--- config.mk ---
export PLATFORM = sky130hd
export DESIGN_NAME = sseg7_p2s_driver
export DESIGN_NICKNAME = d
export VERILOG_FILES = /design/src/rtl/sseg7_p2s_driver.sv
export SDC_FILE = /design/constraint.sdc
export NUM_CORES = 1
export LEC_CHECK = 0
export BUFFER_PORTS_ARGS = -buffer_cell sky130_fd_sc_hd__buf_2
export CAP_MARGIN = 20
export CORE_MARGIN = 1
export CORE_UTILIZATION = 65
export DETAILED_ROUTE_END_ITERATION = 12
export PLACE_DENSITY = 0.86
export SYNTH_ARGS = -nofsm -noshare
export SYNTH_HDL_FRONTEND = slang
export SYNTH_SLANG_ARGS = --single-unit
--- constraint.sdc ---
create_clock -name clk -period 10.01 [get_ports clk]
set_input_delay 2.002 -clock clk [delete_from_list [all_inputs] [get_ports clk]]
set_output_delay 2.002 -clock clk [all_outputs]
set_load 0.05 [all_outputs]
--- src/rtl/sseg7_p2s_driver.sv ---
// Serial driver for an 8-digit cascaded 7-segment display: hex decode, point/blink
// overlay, 64-bit MSB-first shift with a generated shift clock, then a latch strobe.
module sseg7_p2s_driver #(
   parameter int SCLK_HALF  = 2,
   parameter int BLINK_BITS = 25
) (
   input  logic        clk,
   input  logic        rst,
   input  logic        start,
   input  logic [31:0] disp_num,
   input  logic [7:0]  point_in,
   input  logic [7:0]  blink_in,
   output logic        seg_clk,
   output logic        seg_sout,
   output logic        seg_latch,
   output logic        busy,
   output logic        done
);

   typedef enum logic [2:0] {IDLE, LOAD, SHIFT, LATCH, DONE} state_t;

   localparam int PW = $clog2(2 * SCLK_HALF);
   localparam logic [PW-1:0] PH_RISE = PW'(SCLK_HALF - 1);
   localparam logic [PW-1:0] PH_END  = PW'(2 * SCLK_HALF - 1);

   state_t                state;
   logic [63:0]           sreg;
   logic [5:0]            bit_cnt;
   logic [PW-1:0]         ph_cnt;
   logic [BLINK_BITS-1:0] blink_cnt;
   logic [63:0]           frame;
   logic [7:0]            seg_byte;

   // Active-low segments in {dp,g,f,e,d,c,b,a} order, decimal point off.
   function automatic logic [7:0] hex_to_seg(input logic [3:0] d);
      case (d)
         4'h0:    return 8'hC0;
         4'h1:    return 8'hF9;
         4'h2:    return 8'hA4;
         4'h3:    return 8'hB0;
         4'h4:    return 8'h99;
         4'h5:    return 8'h92;
         4'h6:    return 8'h82;
         4'h7:    return 8'hF8;
         4'h8:    return 8'h80;
         4'h9:    return 8'h90;
         4'hA:    return 8'h88;
         4'hB:    return 8'h83;
         4'hC:    return 8'hC6;
         4'hD:    return 8'hA1;
         4'hE:    return 8'h86;
         default: return 8'h8E;
      endcase
   endfunction

   always_comb begin
      // NOTE: every variable written here gets a default first, so no latch is inferred.
      frame    = '0;
      seg_byte = '0;
      for (int i = 0; i < 8; i++) begin
         seg_byte = hex_to_seg(disp_num[4*i +: 4]);
         if (point_in[i])
            seg_byte[7] = 1'b0;
         if (blink_in[i] && blink_cnt[BLINK_BITS-1])
            seg_byte = 8'hFF;
         frame[8*i +: 8] = seg_byte;
      end
   end

   // Free-running so the blink rate is independent of how often frames are requested.
   always_ff @(posedge clk or posedge rst) begin
      if (rst)
         blink_cnt <= '0;
      else
         blink_cnt <= blink_cnt + BLINK_BITS'(1);
   end

   always_ff @(posedge clk or posedge rst) begin
      // NOTE: state is updated with non-blocking assignments so every register sees pre-edge values.
      if (rst) begin
         state     <= IDLE;
         sreg      <= '0;
         bit_cnt   <= '0;
         ph_cnt    <= '0;
         seg_clk   <= 1'b0;
         seg_sout  <= 1'b0;
         seg_latch <= 1'b0;
         busy      <= 1'b0;
         done      <= 1'b0;
      end else begin
         done <= 1'b0;
         case (state)
            IDLE: begin
               seg_clk   <= 1'b0;
               seg_sout  <= 1'b0;
               seg_latch <= 1'b0;
               busy      <= 1'b0;
               if (start) begin
                  state <= LOAD;
                  busy  <= 1'b1;
               end
            end
            LOAD: begin
               // First bit goes straight to the pin; sreg keeps the remaining 63.
               seg_sout <= frame[63];
               sreg     <= {frame[62:0], 1'b0};
               seg_clk  <= 1'b0;
               ph_cnt   <= '0;
               bit_cnt  <= '0;
               state    <= SHIFT;
            end
            SHIFT: begin
               if (ph_cnt == PH_END) begin
                  ph_cnt  <= '0;
                  seg_clk <= 1'b0;
                  if (bit_cnt == 6'd63) begin
                     seg_latch <= 1'b1;
                     state     <= LATCH;
                  end else begin
                     bit_cnt  <= bit_cnt + 6'd1;
                     seg_sout <= sreg[63];
                     sreg     <= {sreg[62:0], 1'b0};
                  end
               end else begin
                  ph_cnt <= ph_cnt + PW'(1);
                  if (ph_cnt == PH_RISE)
                     seg_clk <= 1'b1;
               end
            end
            LATCH: begin
               if (ph_cnt == PH_RISE) begin
                  seg_latch <= 1'b0;
                  seg_sout  <= 1'b0;
                  busy      <= 1'b0;
                  done      <= 1'b1;
                  state     <= DONE;
               end else begin
                  ph_cnt <= ph_cnt + PW'(1);
               end
            end
            DONE:    state <= IDLE;
            default: state <= IDLE;
         endcase
      end
   end

endmodule

Word level (Yosys, flattened, before mapping)

Memory sizes are Yosys's and may differ from the RTL's.
Cells that the tools add are included.

Register bits: 105
Bits in latches: 0
RAM bits: 0
ROM bits: 896
Output and inout bits: 5
Logic and storage cells: 101
Memories kept: 8

Memories:

| memory           | words | bits a word | rd ports | clocked after Yosys merged registers in | wr ports | RTL line | text |
|---|---|---|---|---|---|---|---|
| (name not given) | 16    | 7           | 1        | 0                                       | 0        | 36       | `case (d)` |
| (name not given) | 16    | 7           | 1        | 0                                       | 0        | 36       |  |
| (name not given) | 16    | 7           | 1        | 0                                       | 0        | 36       |  |
| (name not given) | 16    | 7           | 1        | 0                                       | 0        | 36       |  |
| (name not given) | 16    | 7           | 1        | 0                                       | 0        | 36       |  |
| (name not given) | 16    | 7           | 1        | 0                                       | 0        | 36       |  |
| 2 more memories  | n/a   | n/a         | n/a      | n/a                                     | n/a      | n/a      |  |

Add/subtract/negate cells: 3
Multipliers: 0
Div/mod/pow operators: 0
$lt $le $gt $ge: 0
Equality and inequality tests: 13
Shift-type cells: 0
Muxes and demuxes: 44
Bitwise operators: 0
Reductions and logical operators: 23

Operator list:

| kind                    | count |
|---|---|
| $mux W64                | 2 |
| $pmux W64 S2            | 1 |
| $mux W8                 | 8 |
| $add A25 B1 Y25 const B | 1 |
| $mux W1                 | 18 |
| $mux W3                 | 4 |
| $mux W6                 | 2 |
| $ne A2 B2 Y1 const B    | 6 |
| $pmux W3 S4             | 1 |
| $pmux W6 S2             | 1 |
| $reduce_and A4 Y1       | 3 |
| $logic_and A1 B1 Y1     | 8 |
| $add A6 B1 Y6 const B   | 1 |
| $eq A3 B2 Y1 const B    | 2 |
| $eq A6 B6 Y1 const B    | 1 |
| $pmux W2 S3             | 1 |
| $reduce_and A2 Y1       | 3 |
| $reduce_bool A2 Y1      | 3 |
| $reduce_bool A3 Y1      | 2 |
| $mux W2                 | 2 |
| $pmux W1 S2             | 2 |
| $pmux W1 S4             | 1 |
| $reduce_bool A4 Y1      | 1 |
| $eq A3 B1 Y1 const B    | 1 |
| 8 further kinds         | 8 |

Longest topological paths before layout

Depth in word-level cells: 4
Mapped depth: 7
Gate-level depth less buffers: 6

Worst setup path before layout

OpenSTA, ideal clock, no wires.

Path kind: input port to flip-flop
Start point: input disp_num[3]
End point: register sreg[5]
Library setup time: 128 ps
Data arrival time: 3,103 ps
Required time: 9,882 ps
Setup slack: 6,779 ps
Stages on the path: 6
Buffers on the path: 2
Path through: clkbuf_1 -> clkbuf_1 -> and2_1 -> o31ai_1 -> a21oi_1 -> mux2_1

Longest elaborated chain between the ends: 3

RTL lines:

| what                 | RTL line | text |
|---|---|---|
| start, declared      | 10       | `input logic [31:0] disp_num,` |
| $mem_v2 Z16 W7       | n/a      |  |
| $mux W8              | 64       | `if (blink_in[i] && blink_cnt[BLINK_BITS-1])` |
| $pmux W64 S2         | 92       | `case (state)` |
| end signal, assigned | 106      | `sreg <= {frame[62:0], 1'b0};` |
| end signal, assigned | 122      | `sreg <= {sreg[62:0], 1'b0};` |
| end, declared        | 27       | `logic [63:0] sreg;` |

Every way passes these cells.
A chain may end at the register's enable or synchronous reset.

Worst setup path after layout

Start point: input disp_num[29]
End point: register sreg[61]

The elaborated chain is that of the path after synthesis.

==> impl_metrics.py <==
metrics = {
    "worst_hold_path": {
        "hold_path_class": "reg -> reg",
    },
    "layout": {
        "synthToLayoutAreaGrowth_pct": 7.140,
        "drive_gt1_frac": 0.1875,
        "antenna_cells": 0,
        "final_nets": 891,
        "design_area_mm2": 0.007491,
    },
    "timing": {
        "fin_ws_ps": 6904,
        "period_share": 0.3102,
        "timing.hold.ws_ps": 479.8,
        "hold_violations": 0,
        "tightest_slew_ps": 1000,
        "setup_viol": 0,
        "fin_skew_ps": 16.97,
        "setup_tns_ps": 0,
        "relSlewSlack": 0.3331,
        "final.min_clock_period_ps": 3106,
        "maxSlewViolCount": 0,
        "clock.fmax_ghz": 0.3220,
        "rsz0062_at_grt": "false",
    },
    "clock_network": {
        "clock-sinks": 104,
        "cts_setup_buffers": 0,
        "cts_resized": 0,
        "cts_tree": "built",
        "htreeDepth": 3,
        "cts_buffers": 9,
        "path_clk_slew_ps": 100,
        "root_buffer": "clkbuf_8",
        "cts_hold_buf": 0,
        "clock_path_buffers": 2,
        "insertion_delay_ps": 370,
    },
    "power": {
        "pwr-share-comb": 0.483,
        "p_int_w": 0.001059,
        "peakVddDrop_uv": 127.9,
        "power_density_mw_per_mm2": 237.9,
        "finalPower_w": 0.001782,
        "p_sw_w": 0.0007234,
        "power_frac_seq": 0.371,
        "power.leakage_nw": 3.428,
        "pwr-share-clk": 0.146,
        "netSwitchingFraction": 0.4059,
    },
    "yosys": {
        "ys_warn_count": 0,
        "synth_cell_types": 48,
        "synth_edf_count": 0,
        "yosysSeqAreaShare": 0.3722,
        "syn_area_mm2": 0.006992,
        "synthesis.nets": 859,
        "avgSynthCellArea_um2": 9.347,
        "async_flop_share": 1.000,
        "synthFlopType": "dfrtp_1",
        "synth_seq_cells": 104,
        "syn_inst": 748,
    },
    "placed_design": {
        "place_congestion": 0.9145,
        "io_buffers": 55,
        "place_ws_ps": 6550,
        "dp_hpwl_um": 10450,
        "dpl_cell_area_mm2": 0.007297,
    },
    "global_route": {
        "grt_util_all_layers": 0.2708,
        "grt_max_degree": 58,
        "grt-ovfl-total": 0,
        "grt_pass1_vias": 5301,
        "antenna_found_initial": 0,
        "grt_pass1_wl_um": 24490,
    },
    "setup_path": {
        "cp_cell_sequence": "buf_2, inv_1, ha_1, and2_1, o31ai_1, a21oi_1, mux2_2",
        "worst-path-max-fanout": 6,
        "cp-end-kind": "register",
        "slowest_delay_ps": 370,
        "critPathKind": "in -> reg",
        "startpoint_type": "primary input",
        "slowest_stage": "o31ai_1",
        "crit_required_ps": 10260,
        "arrival_ps": 3360,
        "reg2reg_slack_ps": 7600,
    },
    "routing": {
        "drt_iter0_markers": 320,
        "wire_per_inst_um": 16.03,
        "first_pass_iters": 5,
        "vias_per_cell": 6.159,
        "detail_route.drc_violations": 0,
        "vias": 5666,
        "wirelength_um": 14750,
        "antenna_left": 0,
    },
    "status": {
        "status": "finished clean",
    },
    "floorplan": {
        "die_h_um": 105.7,
        "die_area_mm2": 0.01118,
        "die_w_um": 105.7,
        "start_util": 0.6742,
        "num_rows": 37,
        "core_mm2": 0.01037,
        "ios": 56,
    },
    "job": {
        "maxCapViolations": 0,
    },
}
[kinds of logic after synthesis]
logic type	count (synthesis)	synth area share
fa+ha+maj	60	0.1074
xor+xnor	23	0.02881
flops	104	0.3722
simple gates	232	0.1602
buf+inv	83	0.04957
compound gates	179	0.1720
mux	67	0.1099
[power by group through the flow]
stage | clock (W) | combinational (W) | sequential, W
6_report | 0.000261 | 0.000861 | 0.000660
5_1_grt | 0.000281 | 0.000948 | 0.000678
4_1_cts | 0.000265 | 0.000859 | 0.000658
3_5_place_dp | 0 | 0.000854 | 0.000666
3_3_place_gp | 0 | 0.000817 | 0.000655
2_1_floorplan | 0 | 0.000674 | 0.000660
[worst max-delay path: cells and delay by family]
family,cells,cell delay [ps]
and+or+nand+nor,1,150
buffers and inverters,2,240
adders and majority gates,1,180
AOI/OAI and AO/OA,2,510
muxes,1,280
[routing by layer]
metal,up-vias,global-route usage,part of all wire
li1,2716,-,-
met1,2778,0.3573,0.44
met2,143,0.4613,0.50
met3,29,0.04267,0.044
met4,0,0.07738,0.018
met5,-,0,0
[cell type report]
type | count | area [µm²]
Clock inverter | 5 | 56.30
Timing Repair Buffer | 60 | 312.8
Inverter | 44 | 167.7
Sequential cell | 104 | 2603
Multi-Input combinational cell | 561 | 4044
Fill cell | 745 | 2879
Clock buffer | 10 | 137.6
Tap cell | 136 | 170.2
[placed cells by master (no fill, tap or decap), drive strengths merged, types with 3 or more instances in the layout]
cell and count:
o21a 3, o31ai 4, nand4 10, nor3 9, and3 4, nor2b 28
and2 11, ha 60, a22oi 6, o311ai 18, or2 6, mux2 58
nand3 18, mux2i 7, o211ai 9, nand2b 12, a211o 6, dfrtp 104
buf 60, a31oi 21, xor2 5, inv 45, a2bb2oi 3, a32o 19
clkbuf 10, a21oi 49, o21ai 35, nand2 24, xnor2 18, nor2 101
[synth_stat cells (7+ instances only)]
master    count  area share
nor2_1      101       0.054
inv_1        44       0.024
nand2b_1     12       0.011
nand3_1      18       0.013
clkbuf_1     25       0.013
ha_1         60        0.11
nand2_1      24       0.013
xnor2_1      18       0.023
mux2_2       57       0.092
a32o_1       19       0.027
o211ai_1      9      0.0097
and2_1       10      0.0089
nor2b_1      28       0.025
nor3_1        9      0.0064
o311ai_0     18       0.023
mux2i_1       7       0.010
nand4_1      10      0.0089
o21ai_0      33       0.024
buf_2        10      0.0072
a21oi_1      48       0.034
dfrtp_1     104        0.37
a31oi_1      21       0.019
[metrics by stage]
stage	cells	utilization
after floorplan	748	-
after global placement	905	0.7037
after detailed placement	905	0.7037
after CTS	920	0.7224
after global routing	920	0.7224
final	920	0.7224
[final timing paths]
check | endpoint | from | cells past startpoint
worst max register to register | sreg[5]$_DFFE_PP0P_ | state[2]$_DFFE_PP0P_ | 6
worst max-delay path | sreg[61]$_DFFE_PP0P_ | disp_num[29] | 7
max in group asynchronous | sreg[43]$_DFFE_PP0P_ | rst | 3
worst min register to register | bit_cnt[5]$_DFFE_PP0P_ | bit_cnt[5]$_DFFE_PP0P_ | 1
min in group asynchronous | sreg[53]$_DFFE_PP0P_ | rst | 2
worst min-delay path | bit_cnt[5]$_DFFE_PP0P_ | bit_cnt[5]$_DFFE_PP0P_ | 1
[state kept, by name, indices dropped and copies added, names as in the netlist]
register and cells:
seg_clk 1, seg_latch 1, bit_cnt 6, state 3, done 1, seg_sout 1
blink_cnt 25, ph_cnt 2, busy 1, sreg 63
(Power assumes the default switching activity.)
